--- config.mk ---
export PLATFORM = sky130hd
export DESIGN_NAME = trace_replay_driver
export DESIGN_NICKNAME = d
export VERILOG_FILES = /design/src/rtl/trace_replay_driver.sv
export SDC_FILE = /design/constraint.sdc
export NUM_CORES = 2
export LEC_CHECK = 0
export ABC_AREA = 1
export CAP_MARGIN = 40
export CORE_MARGIN = 2
export CORE_UTILIZATION = 55
export DETAILED_ROUTE_END_ITERATION = 10
export GPL_ROUTABILITY_DRIVEN = 0
export PLACE_DENSITY_LB_ADDON = 0.25
export SLEW_MARGIN = 10
export SYNTH_ARGS = -nofsm -noshare
export SYNTH_HDL_FRONTEND = slang
export SYNTH_SLANG_ARGS = --single-unit
--- constraint.sdc ---
create_clock -name i_clk -period 20.3 [get_ports i_clk]
set_input_delay 6.09 -clock i_clk [delete_from_list [all_inputs] [get_ports i_clk]]
set_output_delay 6.09 -clock i_clk [all_outputs]
set_load 0.02 [all_outputs]
--- src/rtl/trace_replay_driver.sv ---
// trace_replay_driver: stores a trace of timestamped input events and replays
// them as one-cycle strobes. Optional wrap-around replay under TRACE_REPLAY_LOOP_EN.
module trace_replay_driver #(
  parameter  int N_IN    = 3,
  parameter  int DATA_W  = 64,
  parameter  int TS_W    = 16,
  parameter  int DEPTH   = 16,
  localparam int AW      = $clog2(DEPTH),
  localparam int ENTRY_W = TS_W + N_IN + N_IN*DATA_W
) (
  input  logic                     i_clk,
  input  logic                     i_rst,
  input  logic                     i_en,
  input  logic                     i_clr,
  input  logic                     i_wr_en,
  input  logic [ENTRY_W-1:0]       i_wr_data,
  output logic                     o_wr_full,
  output logic                     o_wr_err,
  input  logic                     i_start,
  input  logic                     i_abort,
`ifdef TRACE_REPLAY_LOOP_EN
  input  logic                     i_loop,
`endif
  output logic                     o_busy,
  output logic                     o_done,
  output logic [AW:0]              o_count,
  output logic [AW-1:0]            o_evt_idx,
  output logic [N_IN-1:0]          o_new_input,
  output logic [N_IN*DATA_W-1:0]   o_input_data
);

  localparam logic [1:0]      S_IDLE    = 2'd0;
  localparam logic [1:0]      S_WAIT    = 2'd1;
  localparam logic [1:0]      S_FIRE    = 2'd2;
  localparam logic [AW:0]     L_DEPTH   = (AW+1)'(DEPTH);
  localparam logic [AW:0]     L_CNT_ONE = (AW+1)'(1);
  localparam logic [AW-1:0]   L_IDX_ONE = AW'(1);
  localparam logic [TS_W-1:0] L_TS_ONE  = TS_W'(1);

  logic [ENTRY_W-1:0]       r_mem [DEPTH];
  logic [1:0]               r_state;
  logic [TS_W-1:0]          r_gap;
  logic [AW-1:0]            r_idx;
  logic [AW:0]              r_count;
  logic                     r_full;
  logic                     r_err;
  logic                     r_busy;
  logic                     r_done;
  logic [N_IN-1:0]          r_new_input;
  logic [N_IN*DATA_W-1:0]   r_input_data;

  logic                     w_last;
  logic                     w_loop;
  logic [AW-1:0]            w_tgt_idx;
  logic [AW-1:0]            w_rd_idx;
  logic [ENTRY_W-1:0]       w_rd_entry;
  logic [TS_W-1:0]          w_rd_delta;
  logic [N_IN-1:0]          w_rd_mask;
  logic [N_IN*DATA_W-1:0]   w_lanes;
  logic [1:0]               w_state_nx;
  logic [TS_W-1:0]          w_gap_nx;
  logic [AW-1:0]            w_idx_nx;
  logic [AW:0]              w_count_nx;
  logic                     w_we;
  logic                     w_err_nx;
  logic                     w_done_nx;
  logic                     w_fire_nx;

`ifdef TRACE_REPLAY_LOOP_EN
  assign w_loop = i_loop;
`else
  assign w_loop = 1'b0;
`endif

  // The entry after the last one is entry 0, which is what a looping replay wants.
  assign w_last    = ({1'b0, r_idx} == (r_count - L_CNT_ONE));
  assign w_tgt_idx = w_last ? {AW{1'b0}} : (r_idx + L_IDX_ONE);

  // Read port: entry 0 for start, pending entry in WAIT, following entry in FIRE.
  always_comb begin
    w_rd_idx = {AW{1'b0}};
    case (r_state)
      S_WAIT:  w_rd_idx = r_idx;
      S_FIRE:  w_rd_idx = w_tgt_idx;
      default: w_rd_idx = {AW{1'b0}};
    endcase
  end

  assign w_rd_entry = r_mem[w_rd_idx];
  assign w_rd_delta = w_rd_entry[TS_W-1:0];
  assign w_rd_mask  = w_rd_entry[TS_W +: N_IN];

  // Masked lanes of the entry being read; unmasked lanes read zero.
  always_comb begin
    w_lanes = {(N_IN*DATA_W){1'b0}};
    for (int k = 0; k < N_IN; k++) begin
      if (w_rd_mask[k]) begin
        w_lanes[k*DATA_W +: DATA_W] = w_rd_entry[TS_W + N_IN + k*DATA_W +: DATA_W];
      end else begin
        w_lanes[k*DATA_W +: DATA_W] = {DATA_W{1'b0}};
      end
    end
  end

  // Next-state logic for the loader and the replay FSM.
  always_comb begin
    w_state_nx = r_state;
    w_gap_nx   = r_gap;
    w_idx_nx   = r_idx;
    w_count_nx = r_count;
    w_we       = 1'b0;
    w_err_nx   = 1'b0;
    w_done_nx  = 1'b0;
    w_fire_nx  = 1'b0;
    if (i_en) begin
      case (r_state)
        S_IDLE: begin
          if (i_clr) begin
            w_count_nx = {(AW+1){1'b0}};
          end else if (i_wr_en) begin
            if (r_count == L_DEPTH) begin
              w_err_nx = 1'b1;
            end else begin
              w_we       = 1'b1;
              w_count_nx = r_count + L_CNT_ONE;
            end
          end else begin
            w_count_nx = r_count;
          end
          if (i_start && !i_abort) begin
            if (r_count == {(AW+1){1'b0}}) begin
              w_done_nx = 1'b1;
            end else begin
              w_state_nx = S_WAIT;
              w_idx_nx   = {AW{1'b0}};
              w_gap_nx   = w_rd_delta;
            end
          end else begin
            w_state_nx = S_IDLE;
          end
        end
        S_WAIT: begin
          w_err_nx = i_wr_en;
          if (r_gap == {TS_W{1'b0}}) begin
            w_state_nx = S_FIRE;
            w_fire_nx  = 1'b1;
          end else begin
            w_gap_nx = r_gap - L_TS_ONE;
          end
        end
        S_FIRE: begin
          w_err_nx = i_wr_en;
          if (w_last && !w_loop) begin
            w_state_nx = S_IDLE;
            w_done_nx  = 1'b1;
          end else begin
            w_idx_nx = w_tgt_idx;
            // The FIRE cycle itself is one of the delta cycles, hence the minus one.
            if (w_rd_delta == {TS_W{1'b0}}) begin
              w_state_nx = S_FIRE;
              w_fire_nx  = 1'b1;
            end else begin
              w_state_nx = S_WAIT;
              w_gap_nx   = w_rd_delta - L_TS_ONE;
            end
          end
        end
        default: begin
          w_state_nx = S_IDLE;
        end
      endcase
      if (i_abort) begin
        w_state_nx = S_IDLE;
        w_idx_nx   = {AW{1'b0}};
        w_fire_nx  = 1'b0;
        w_done_nx  = 1'b0;
      end else begin
        w_fire_nx = w_fire_nx;
      end
    end else begin
      w_state_nx = r_state;
    end
  end

  // Registered state and outputs; strobes clear immediately on reset.
  always_ff @(posedge i_clk or negedge i_rst) begin
    if (!i_rst) begin
      r_state      <= S_IDLE;
      r_gap        <= {TS_W{1'b0}};
      r_idx        <= {AW{1'b0}};
      r_count      <= {(AW+1){1'b0}};
      r_full       <= 1'b0;
      r_err        <= 1'b0;
      r_busy       <= 1'b0;
      r_done       <= 1'b0;
      r_new_input  <= {N_IN{1'b0}};
      r_input_data <= {(N_IN*DATA_W){1'b0}};
    end else begin
      r_state      <= w_state_nx;
      r_gap        <= w_gap_nx;
      r_idx        <= w_idx_nx;
      r_count      <= w_count_nx;
      r_full       <= (w_count_nx == L_DEPTH);
      r_err        <= w_err_nx;
      r_busy       <= (w_state_nx != S_IDLE);
      r_done       <= w_done_nx;
      r_new_input  <= w_fire_nx ? w_rd_mask : {N_IN{1'b0}};
      r_input_data <= w_fire_nx ? w_lanes : {(N_IN*DATA_W){1'b0}};
    end
  end

  // Trace storage; contents survive reset.
  always_ff @(posedge i_clk) begin
    if (w_we) begin
      r_mem[r_count[AW-1:0]] <= i_wr_data;
    end
  end

  assign o_wr_full    = r_full;
  assign o_wr_err     = r_err;
  assign o_busy       = r_busy;
  assign o_done       = r_done;
  assign o_count      = r_count;
  assign o_evt_idx    = r_idx;
  assign o_new_input  = r_new_input;
  assign o_input_data = r_input_data;

endmodule

==> results.toml <==
[run_status]
outcome = "finished clean"

[placed_design]
io_buffer_count = 425
place_hpwl_um = 193000

[global_routing]
grt_max_degree = 211
antenna_found_initial = 63
grt.total_usage = 0.283
grt_overflow = 0
grt_pass1_wl_um = 554000
grt_pass1_vias = 87100

[logic_synthesis]
synth-simple-area-share = 0.119
synth_edf_count = 3376
synth_top_family_by_area = "simple AND/OR/NAND/NOR gates"
synth_seq_cells = 3602
synthCells = 10500
synth_compound_gate_area_share = 0.0913
synthesis.area_sq_um = 141000
syn_avg_cell_area_sq_um = 13.4
synthAdderAreaFrac = 0.000889
synth_xor_area_frac = 0.000311
yosys.cell_types.count = 42
yosysSeqAreaShare = 0.760
ys.flop_type = "edfxtp_1"
yosysWarnings = 0
async_flop_share = 0.0627
syn_nets = 10700
synthMuxAreaShare = 0

[worst_setup_path]
cpMostUsedCell = "nand2_1"
critPathArrivalTime_ns = 11.06
r2r_start = "o_count[0]"
crit_path_start = "i_en"
max_stage_delay_ns = 0.64
cp.required_ns = 20.93
slowest_stage = "buf_12"
cp-end-kind = "register"
path_cells = "clkdlybuf4s50_1 -> nand2_1 -> nor2_1 -> nand2_1 -> nor2_1 -> nand2_1 -> nor2_4 -> buf_4 -> buf_12 -> buf_4 -> buf_12"
path_class = "input port to register"
start_kind = "input port"
cp_max_fo = 115

[die]
die_y_um = 510
fp.dieW_um = 510
core_sq_um = 254000
io-pin-count = 426
rows = 185
die_area_sq_um = 260000
initial_utilization = 0.553

[routing]
wl_per_cell_um = 25.9
drt-pass1-iter-count = 8
postRouteAntennaNets = 0
drc = 0
drtIter0Drc = 11900
drt-total-wl_um = 373000
vias = 90100
viasPerCell = 6.27

[clock_network]
clock-sinks = 3602
cts_made_buffers = 370
htreeDepth = 5
cts_hold_buf = 0
post_cts_resized = 0
post_cts_buffers = 0
clkLatencyLatePin_ns = 0.99
cts_buffer_depth = 4
cts.reportedPaths.clkPinSlew_ns = 0.06
cts-root-buf = "clkbuf_16"
cts_tree = "yes"

[sta]
timing.hold.ws_ns = 0.514
maxSlewHeadroom = 0.142
max_freq_ghz = 0.0960
finalCritPeriodShare = 0.513
finClkSkew_ns = 0.0815
final-hold-violation-count = 0
tns_ns = 0
finalMaxSlewViolations = 0
worst_slew_pin_slew_ns = 1.29
setup_violations = 0
rsz0062_at_grt = "false"
fin_crit_ns = 10.42

[final_layout]
layout.nets = 10900
area_growth_pct = 13.8
drive_above_1_share = 0.0737

[power]
power.density_nw_per_um2 = 94.1
irDropWorstVdd_mv = 0.0908
leakage_uw = 0.0548

[hold_path]
hold_start = "r_gap[5]"
worstHoldPathType = "register to register"

[flow_run]
maxCapViolations = 0
-- placed cells by master (no fill, tap or decap), types with 9 or more instances in the layout --
master              n
clkbuf_1           85
edfxtp_1         3376
nand3_1           967
nor3_1             53
nand2_1          2381
a31oi_1            25
nand3b_1           78
clkinv_1           76
clkbuf_8           11
a32oi_1            38
a32o_1            286
buf_16             35
o211ai_1          108
buf_2              11
o221a_2            79
inv_1             168
nor2_1            497
o21ai_0           454
a21oi_1           513
clkdlybuf4s50_1   424
buf_4             112
clkbuf_16         376
clkinv_2           60
a22oi_1           224
diode_2            22
ha_1                9
dfrtp_1           226
o21ai_1            12
nor2_4             16
o22ai_1            83
buf_12             36
bufinv_16          22
o221ai_1           69
-- worst max-delay path: cells and delay by family --
kind	cells	cell delay, ns
buffers and inverters	5	2.57
AND/OR/NAND/NOR	6	2.03
-- where the power goes --
part           internal, uW  switching, uW  leakage [uW]
logic                   119            299        0.0157
registers              8200           28.3        0.0335
clock network          3700           2720       0.00555
-- registers in the layout (all words and copies together), names as in the netlist --
signal and cells:
o_busy 1, o_count 5, o_done 1, o_evt_idx 4, o_input_data 192, o_new_input 3, o_wr_err 1, o_wr_full 1
r_gap 16, r_mem 3376, r_state 2
-- kinds of logic after synthesis --
group | Yosys count
buffers and inverters | 923
adders and majority gates | 10
DFF | 3602
AOI/OAI and AO/OA | 1900
and+or+nand+nor | 4027
xor gates and xnor gates | 5
-- cell usage after synthesis (9+ instances only) --
cell type     n  area, sq um
a21oi_1     513         2570
a22oi_1     224         1680
a31oi_1      25          156
a32o_1      286         2860
a32oi_1      38          333
buf_1        69          259
buf_2       216         1080
buf_4        25          188
buf_6        13          146
clkbuf_1    422         1580
dfrtp_1     226         5660
edfxtp_1   3376       101000
ha_1         10          125
inv_1       169          634
inv_2         9         33.8
nand2_1    2381         8940
nand3_1     970         4850
nand3b_1     78          586
nor2_1      513         1930
nor3_1       53          265
o211ai_1    108          811
o21ai_0     454         2270
o21ai_1      12         60.1
o221a_2      79          890
o221ai_1     69          604
o22ai_1      83          519
-- stage by stage --
step	setup WS, ns	utilization	power [uW]	cells	cell area [sq um]
after detailed placement	9.11	0.584	8790	13700	149000
after CTS	10.11	0.629	15100	14300	160000
final	9.88	0.630	15100	14400	160000
after floorplan	4.02	-	8570	10500	141000
after global routing	9.82	0.630	15400	14400	160000
after global placement	8.64	0.580	8780	13600	148000
-- area by class of cell --
cell class	instances	area, sq um
Clock inverter	174	1430
Clock buffer	472	9880
Inverter	178	691
Fill cell	18200	94200
Sequential cell	3602	107000
Timing Repair Buffer	619	6840
Multi-Input combinational cell	5942	30000
Antenna cell	22	55.1
Tap cell	3366	4210
-- per-layer routing --
metal / track usage / vias up / part of all wire
li1: - / 39300 / -
met1: 0.404 / 45300 / 0.40
met2: 0.443 / 4738 / 0.47
met3: 0.0480 / 755 / 0.094
met4: 0.0999 / 50 / 0.031
met5: 0 / - / 0.00082
-- final timing paths --
check                                    to  slack (ns)  cells past startpoint
hold / removal                     r_gap[5]        0.51                      2
hold reg to reg                    r_gap[5]        0.51                      2
max in group asynchronous  o_input_data[86]       13.38                      3
min in group asynchronous          r_gap[8]        5.08                      1
setup / recovery             r_mem[10][178]        9.88                     11
setup reg to reg            o_input_data[4]       11.42                     23
(Power assumes the default switching activity.)
